$ cat config.mk
export PLATFORM = sky130hd
export DESIGN_NAME = pipe_stage_reg
export DESIGN_NICKNAME = d
export VERILOG_FILES = /design/src/rtl/pipe_stage_reg.sv
export SDC_FILE = /design/constraint.sdc
export NUM_CORES = 1
export LEC_CHECK = 0
export CORE_ASPECT_RATIO = 0.5
export CORE_MARGIN = 2
export CORE_UTILIZATION = 32
export CTS_BUF_LIST = sky130_fd_sc_hd__clkbuf_2 sky130_fd_sc_hd__clkbuf_4 sky130_fd_sc_hd__clkbuf_8
export CTS_CLUSTER_DIAMETER = 40
export DETAILED_ROUTE_END_ITERATION = 10
export PLACE_DENSITY = 0.61
export RECOVER_POWER = 50
export SLEW_MARGIN = 10
export SYNTH_ARGS = -nofsm -noshare
export SYNTH_HDL_FRONTEND = slang
export SYNTH_SLANG_ARGS = --single-unit
$ cat constraint.sdc
create_clock -name clk -period 4.3 [get_ports clk]
set_input_delay 0.645 -clock clk [delete_from_list [all_inputs] [get_ports clk]]
set_output_delay 0.645 -clock clk [all_outputs]
set_load 0.05 [all_outputs]
$ cat src/rtl/pipe_stage_reg.sv
// pipe_stage_reg: valid/ready pipeline register with optional skid entry,
// flush-to-bubble, flushed-slot tag and saturating stall counter.
// Ports: clk, rst (async, active-high), flush,
//   in_valid/in_ready/in_data (upstream), out_valid/out_ready/out_data,
//   out_flushed (head came from a flush), stall_cnt (CNT_W bits).
module pipe_stage_reg #(
  parameter int unsigned      WIDTH   = 64,
  parameter int               SKID    = 1,
  parameter logic [WIDTH-1:0] BUBBLE  = '0,
  parameter logic [WIDTH-1:0] RST_VAL = '0,
  parameter int unsigned      CNT_W   = 16
) (
  input  logic             clk,
  input  logic             rst,
  input  logic             flush,
  input  logic             in_valid,
  output logic             in_ready,
  input  logic [WIDTH-1:0] in_data,
  output logic             out_valid,
  input  logic             out_ready,
  output logic [WIDTH-1:0] out_data,
  output logic             out_flushed,
  output logic [CNT_W-1:0] stall_cnt
);

  typedef enum logic [1:0] {
    EMPTY = 2'd0,
    BUSY  = 2'd1,
    FULL  = 2'd2
  } state_e;

  state_e           state_q;
  state_e           state_d;
  logic [WIDTH-1:0] main_q;
  logic [WIDTH-1:0] skid_q;
  logic             flushed_q;
  logic [CNT_W-1:0] stall_q;

  logic in_xfer;
  logic out_xfer;
  logic ld_main;
  logic ld_skid;
  logic mv_skid;
  logic drain;

  always_ff @(posedge clk or posedge rst) begin
    if (rst) state_q <= EMPTY;
    else     state_q <= state_d;
  end

  always_comb begin
    state_d = state_q;
    ld_main = 1'b0;
    ld_skid = 1'b0;
    mv_skid = 1'b0;
    drain   = 1'b0;
    if (flush) begin
      state_d = EMPTY;
    end else begin
      unique case (state_q)
        EMPTY: begin
          if (in_xfer) begin
            state_d = BUSY;
            ld_main = 1'b1;
          end
        end
        BUSY: begin
          unique case (1'b1)
            in_xfer && out_xfer: begin
              ld_main = 1'b1;
            end
            in_xfer && !out_xfer: begin
              // Only reachable with a skid entry: a
              // single-entry stage is not ready here.
              if (SKID != 0) begin
                state_d = FULL;
                ld_skid = 1'b1;
              end
            end
            out_xfer && !in_xfer: begin
              state_d = EMPTY;
              drain   = 1'b1;
            end
            default: ;
          endcase
        end
        FULL: begin
          if (out_xfer) begin
            state_d = BUSY;
            mv_skid = 1'b1;
          end
        end
        default: state_d = EMPTY;
      endcase
    end
  end

  // With a skid entry, in_ready depends only on state (plus the
  // flush gate) so it never sees a path from out_ready.
  always_comb begin
    out_valid = (state_q != EMPTY);
    if (SKID != 0) in_ready = (state_q != FULL);
    else           in_ready = !out_valid || out_ready;
    in_ready    = in_ready && !flush;
    in_xfer     = in_valid && in_ready;
    out_xfer    = out_valid && out_ready;
    out_data    = main_q;
    out_flushed = flushed_q;
    stall_cnt   = stall_q;
  end

  always_ff @(posedge clk or posedge rst) begin
    if (rst) begin
      main_q    <= RST_VAL;
      skid_q    <= RST_VAL;
      flushed_q <= 1'b0;
    end else if (flush) begin
      main_q    <= BUBBLE;
      flushed_q <= 1'b1;
    end else begin
      if (ld_main)      main_q <= in_data;
      else if (mv_skid) main_q <= skid_q;
      else if (drain)   main_q <= BUBBLE;
      if (ld_skid) skid_q <= in_data;
      // The tag sticks until a real payload reaches the head.
      if (ld_main || mv_skid) flushed_q <= 1'b0;
    end
  end

  always_ff @(posedge clk or posedge rst) begin
    if (rst) begin
      stall_q <= '0;
    end else if (out_valid && !out_ready) begin
      if (stall_q != '1) stall_q <= stall_q + 1'b1;
    end
  end

endmodule

==> impl_results.md, run 1 <==
- Initial DRC Count: 86
- H-tree Lvls: 4
- Rows: 35
- Yosys synthesis warning count: 0
- NetSw: 1.09 mW
- Post-route minimum period: 2870 ps
- Root buffer cell: clkbuf_8
- Hold slack: 474 ps
- Setup ws final: 1430 ps
- Commonest non-fill, non-tap cell in the layout: dfrtp_1
- F_max: 349 MHz
- GRT met1 Usage: 0.171
- Setup crit end kind: output pin
- DRC: 0
- Sw frac: 0.296
- Core Box Area: 18700 um2
- Largest net degree at the start of global routing: 62
- Chip width: 201 um
- I/O pins: 152
- Distinct cells, synth: 44
- Die Ht: 103 um
- Post-route ant nets: 0
- GR Util met3: 0.0322
- DRT Pass-1 Iters: 4
- Slew HR: -0.288
- Die ar.: 20600 um2
- Global Route met2 Usage: 0.254
- Placed Area: 7950 um2
- Tcrit/Tclk final: 0.667
- Sequential power share: 0.479
- Ranking of synthesized cells by area: dfrtp_1, a22o_1, mux2_2, a21o_1, mux2_1
- Maxcap violations: 2
- Dpl cells: 830
- RSZ-0062 raised after global routing: no
- Vias in the first global route: 4299
- Pre-CTS setup slack: 1430 ps
- Top_reg_cell synth: dfrtp_1
- DP HPWL: 9210 um
- Worst Skew: 15.9 ps
- Min-delay worst type: flop to flop
- Worst ir drop on vdd: 0.332 mV
- Starting Density: 0.332
- Fin nets: 660
- Antenna violations before repair: 0
- Critical path class: input port to output pin
- Worst Path Required: 3650 ps
- Cell count after synthesis: 439
- Post-CTS Setup Repair Bufs: 0
- CTS tree: built
- Final Setup Violations: 0
- Worst Setup Start Kind: input port
- Ys async rst share: 1.00
- Total global-route track usage: 0.141
- Placer Congestion: 0.765
- Most frequent cells in the layout: dfrtp_1, clkdlybuf4s50_1, a22o_1, a21o_1, mux2_2
- Antenna Cells: 0
- Leakage Power: 4.11 nW
- Post-synth EDFFs: 0
- Int Pwr: 2.60 mW
- Avg Synthesized Cell Area: 14.1 um2
- CP max FO: 8
- Power share of the clock group: 0.306
- Hold_buf cts: 0
- Worst-path clk slew: 70 ps
- Routed wire length: 14200 um
- Pins Over Slew Limit: 39
- Share of the synthesized area in the top cell type: 0.592
- Clk Latency, worst-skew pair: 420 ps
- First-pass GRT wire length: 22600 um
- Share of total power in combinational logic: 0.214
- Area growth syn-to-layout: 34.3%
- I/O Buffers: 151
- Cell area after layout: 8340 um2
- Post-DR wirelength/cell: 16.5 um
- Post-Syn Area: 6210 um2
- GR peak layer: met2
- Clock sink total: 147
- Syn nets: 509
- Clock Path Buffers: 2
- DR vias/cell: 4.77
- Sequential share of the synthesized area: 0.592
- Post-CTS Resized: 0
- Failing checks: capacitance limit, slew limit
- Layout cells sized above 1: 0.168
- Synth area leader: dfrtp_1
- Hold Fails Final Rpt: 0
- Run status: finished, violations left
- Setup Total Neg Slack: 0 ps
- TritonCTS buffer count: 17
- Via count: 4103
- Yosys reg bits: 147
- Worst-margin pin slew: 1920 ps
- PD cells: 443 nW/um2
- Layout Cells excl Fill: 861
- Crit path DAT: 2220 ps
- Gr ovfl total: 0
routing by layer:
layer  share of wire  vias to the layer above  routed length (um)
li1                -                     1926                   -
met1            0.44                     2107                6250
met2            0.52                       60                7320
met3           0.033                       10                 469
met4           0.011                        0                 163
met5               0                        -                   0
metrics by stage:
step	utilization	total power, mW
after floorplan	-	2.31
after global placement	0.425	2.58
after detailed placement	0.425	2.61
after CTS	0.447	3.76
after global routing	0.446	3.88
final	0.446	3.69
sequential cells by signal, indices dropped and copies added, names as in the netlist:
register and flops:
state_q 2, stall_cnt 16, out_flushed 1, skid_q 64, out_data 64
final timing paths:
kind | start | end | slack (ps) | cells past startpoint
hold / removal | out_data[21] | out_data[21] | 470 | 1
setup / recovery | flush | in_ready | 1430 | 3
hold reg to reg | out_data[21] | out_data[21] | 470 | 1
max in group asynchronous | rst | skid_q[32] | 2130 | 3
min in group asynchronous | rst | out_flushed | 1160 | 2
setup reg to reg | stall_cnt[0] | stall_cnt[1] | 1690 | 5
synth_stat cells, drive strengths merged, types with 2 or more instances:
master / count
dfrtp: 147
mux2: 66
a21o: 64
a22o: 64
buf: 24
xor2: 9
nor2: 8
nand4: 7
xnor2: 6
nand2: 5
nor3: 5
nand3: 4
a21oi: 3
clkbuf: 3
inv: 3
nor4: 3
or2: 3
nand2b: 2
nand4b: 2
o21bai: 2
power by group through the flow:
stage                     combinational (mW)  clock, mW  sequential (mW)
after floorplan                        0.318          0             1.99
after global placement                 0.792          0             1.79
after detailed placement               0.810          0             1.80
after CTS                              0.811       1.17             1.77
after global routing                   0.847       1.23             1.80
final                                  0.791       1.13             1.77
critical path, stage by stage:
cell             delay (ps)
clkdlybuf4s50_1         590
nor2_1                  170
clkdlybuf4s50_1         810
logic make-up (layout without fill, tap and decap cells):
| kind of cell | count (synthesis) | in the layout | share of synthesized area |
|---|---|---|---|
| xor gates and xnor gates | 15 | 15 | 0.0212 |
| muxes | 66 | 66 | 0.120 |
| DFF | 147 | 147 | 0.592 |
| adders and majority gates | 1 | 1 | 0.00201 |
| and+or+nand+nor | 46 | 46 | 0.0520 |
| AOI/OAI and AO/OA | 134 | 134 | 0.178 |
| buffers and inverters | 30 | 193 | 0.0344 |
final cells by class:
type / count / area [um2]
inverters: 3 / 12.5
fillers: 1721 / 10400
repair buffers: 159 / 1610
well taps: 259 / 324
clock buffers: 22 / 284
clock inverters: 9 / 130
flip-flops and latches: 147 / 3680
multi-input cells: 262 / 2300
Note: power is estimated with default switching activity, not from simulation.
==> run 2: changes to the inputs <==
==> constraint.sdc (replaced) <==
create_clock -name clk -period 2.5 [get_ports clk]
set_input_delay 0.375 -clock clk [delete_from_list [all_inputs] [get_ports clk]]
set_output_delay 0.375 -clock clk [all_outputs]
set_load 0.05 [all_outputs]
==> impl_results.md, run 2 (synthesis results as in run 1) <==
- Clk Latency, worst-skew pair: 430 ps (about the same)
- Run status: finished clean
- CTS tree: built
- Final Setup Violations: 0 (unchanged)
- Share of total power in combinational logic: 0.219 (+0.005)
- Maxcap violations: 0 (-2)
- Total global-route track usage: 0.142 (+0.000618)
- FF-to-FF Start: stall_cnt[1]
- Gr ovfl total: 0 (unchanged)
- Reg-to-reg setup timing slack: 520 ps (-1170 ps)
- CP max FO: 7 (-1)
- DR vias/cell: 4.76 (-0.15%)
- Clock sink total: 147 (unchanged)
- Leakage Power: 4.10 nW (-0.14%)
- Int Pwr: 4.33 mW (+67%)
- Critical path class: flop to output pin
- Hold_buf cts: 0 (unchanged)
- Hold Fails Final Rpt: 0 (unchanged)
- Area growth syn-to-layout: 34.2% (about the same)
- H-tree Lvls: 4 (unchanged)
- Setup crit end kind: output pin
- PD cells: 751 nW/um2 (+70%)
- I/O pins: 152 (unchanged)
- Antenna violations before repair: 0 (unchanged)
- RSZ-0062 raised after global routing: no
- Worst Skew: 14.3 ps (-1.56 ps)
- Post-CTS Setup Repair Bufs: 0 (unchanged)
- F_max: 430 MHz
- Worst-margin pin slew: 1300 ps (-623 ps)
- Most frequent cells in the layout: clkdlybuf4s50_1, dfrtp_1, a22o_1, a21o_1, mux2_2
- Fin nets: 663 (+0.45%)
- Layout cells sized above 1: 0.169 (+0.000821)
- Via count: 4111 (+0.19%)
- Post-DR wirelength/cell: 16.4 um (-0.43%)
- Layout Cells excl Fill: 864 (+0.35%)
- DRT Pass-1 Iters: 4 (unchanged)
- Vias in the first global route: 4313 (+0.33%)
- Starting Density: 0.332 (unchanged)
- Sequential power share: 0.486 (+0.007)
- Setup Total Neg Slack: 0 ps (unchanged)
- DRC: 0 (unchanged)
- Placer Congestion: 0.761 (-0.51%)
- Core Box Area: 18700 um2 (unchanged)
- Root buffer cell: clkbuf_8
- Total power: 6.26 mW (+70%)
- Chip width: 201 um (unchanged)
- Dpl cells: 833 (+0.36%)
- CP startpoint: state_q[0]
- Sw frac: 0.308 (+0.0116)
- Tcrit/Tclk final: 0.930
- Slew HR: 0.134 (+0.423)
- Clock Path Buffers: 2 (unchanged)
- Commonest non-fill, non-tap cell in the layout: clkdlybuf4s50_1
- Initial DRC Count: 131 (+52%)
- Power share of the clock group: 0.295 (-0.011)
- TritonCTS buffer count: 17 (unchanged)
- Pins Over Slew Limit: 0 (-100%)
- I/O Buffers: 151 (unchanged)
- NetSw: 1.93 mW (+76%)
- Routed wire length: 14200 um (about the same)
- Worst Path Required: 2120 ps (-1530 ps)
- DP HPWL: 9340 um (+1.4%)
- Die Ht: 103 um (unchanged)
- Rows: 35 (unchanged)
- Worst-path clk slew: 90 ps (+20 ps)
- Largest net degree at the start of global routing: 95 (+53%)
- Post-route ant nets: 0 (unchanged)
- Min-delay worst type: input port to async pin
- First-pass GRT wire length: 22900 um (+1.2%)
- Post-route minimum period: 2330 ps
- Worst Setup Start Kind: flop
- Antenna Cells: 0 (unchanged)
- Crit path DAT: 1950 ps (-270 ps)
- Post-CTS Resized: 0 (unchanged)
- Die ar.: 20600 um2 (unchanged)
- Worst ir drop on vdd: 0.678 mV (+100%)
run 2: changes by cell type in the layout (fill, tap and decap cells not counted), moves of 2 or more:
cell,previous run,this run
clkbuf_8,19,17
clkdlybuf4s50_1,146,148
clkbuf_1,0,2
clkinv_4,2,4
inv_6,0,2
dlygate4sd3_1,5,2
run 2: area by class of cell:
class | instances | area (um2)
multi-input combinational | 262 | 2300
sequential | 147 | 3680
inverter | 3 | 12.5
fill | 1765 | 10400
tap | 259 | 324
timing repair buffer | 162 | 1630
clock buffer | 20 | 256
clock inverter | 11 | 130
run 2: through the flow:
| step | setup slack (ps) | instance area (um2) | util | hold WS (ps) |
|---|---|---|---|---|
| 2_1_floorplan | 278 | 6210 | - | 448 |
| 3_3_place_gp | 291 | 8000 | 0.428 | 459 |
| 3_5_place_dp | 226 | 8000 | 0.428 | 464 |
| 4_1_cts | 121 | 8380 | 0.448 | 118 |
| 5_1_grt | 104 | 8330 | 0.446 | 218 |
| 6_report | 174 | 8330 | 0.446 | 254 |
run 2: path summary, 6_finish.rpt:
kind,to,cells after the start
setup / recovery,out_valid,2
hold / removal,out_data[0],2
setup reg to reg,stall_cnt[9],5
hold reg to reg,out_data[19],1
max in group asynchronous,out_data[42],3
min in group clk,out_data[19],1
run 2: metal layers:
layer  wire (um)  vias to the layer above  track usage
li1            -                     1932            -
met1        6470                     2108        0.177
met2        7100                       59        0.245
met3         461                       12       0.0332
met4         161                        0       0.0519
met5           0                        -            0
run 2: power groups by stage:
stage                     combinational [mW]  sequential (mW)  clock (mW)
after floorplan                        0.547             3.43           0
after global placement                  1.37             3.08           0
after detailed placement                1.40             3.09           0
after CTS                               1.40             3.04        1.93
after global routing                    1.47             3.10        2.04
final                                   1.37             3.05        1.85
run 2: critical path, cell delays in order, from the launching register on:
cell	delay, ps
dfrtp_1	480
or2_2	330
clkdlybuf4s50_1	720
==> run 3: changes to the inputs <==
--- a/config.mk
+++ b/config.mk
@@ -13,6 +13,7 @@
 export DETAILED_ROUTE_END_ITERATION = 10
 export PLACE_DENSITY = 0.61
 export RECOVER_POWER = 50
+export SKIP_CTS_REPAIR_TIMING = 1
 export SLEW_MARGIN = 10
 export SYNTH_ARGS = -nofsm -noshare
 export SYNTH_HDL_FRONTEND = slang
==> results of run 3 <==
Same layout as run 2: the final DEF is identical, and so are final timing and power.
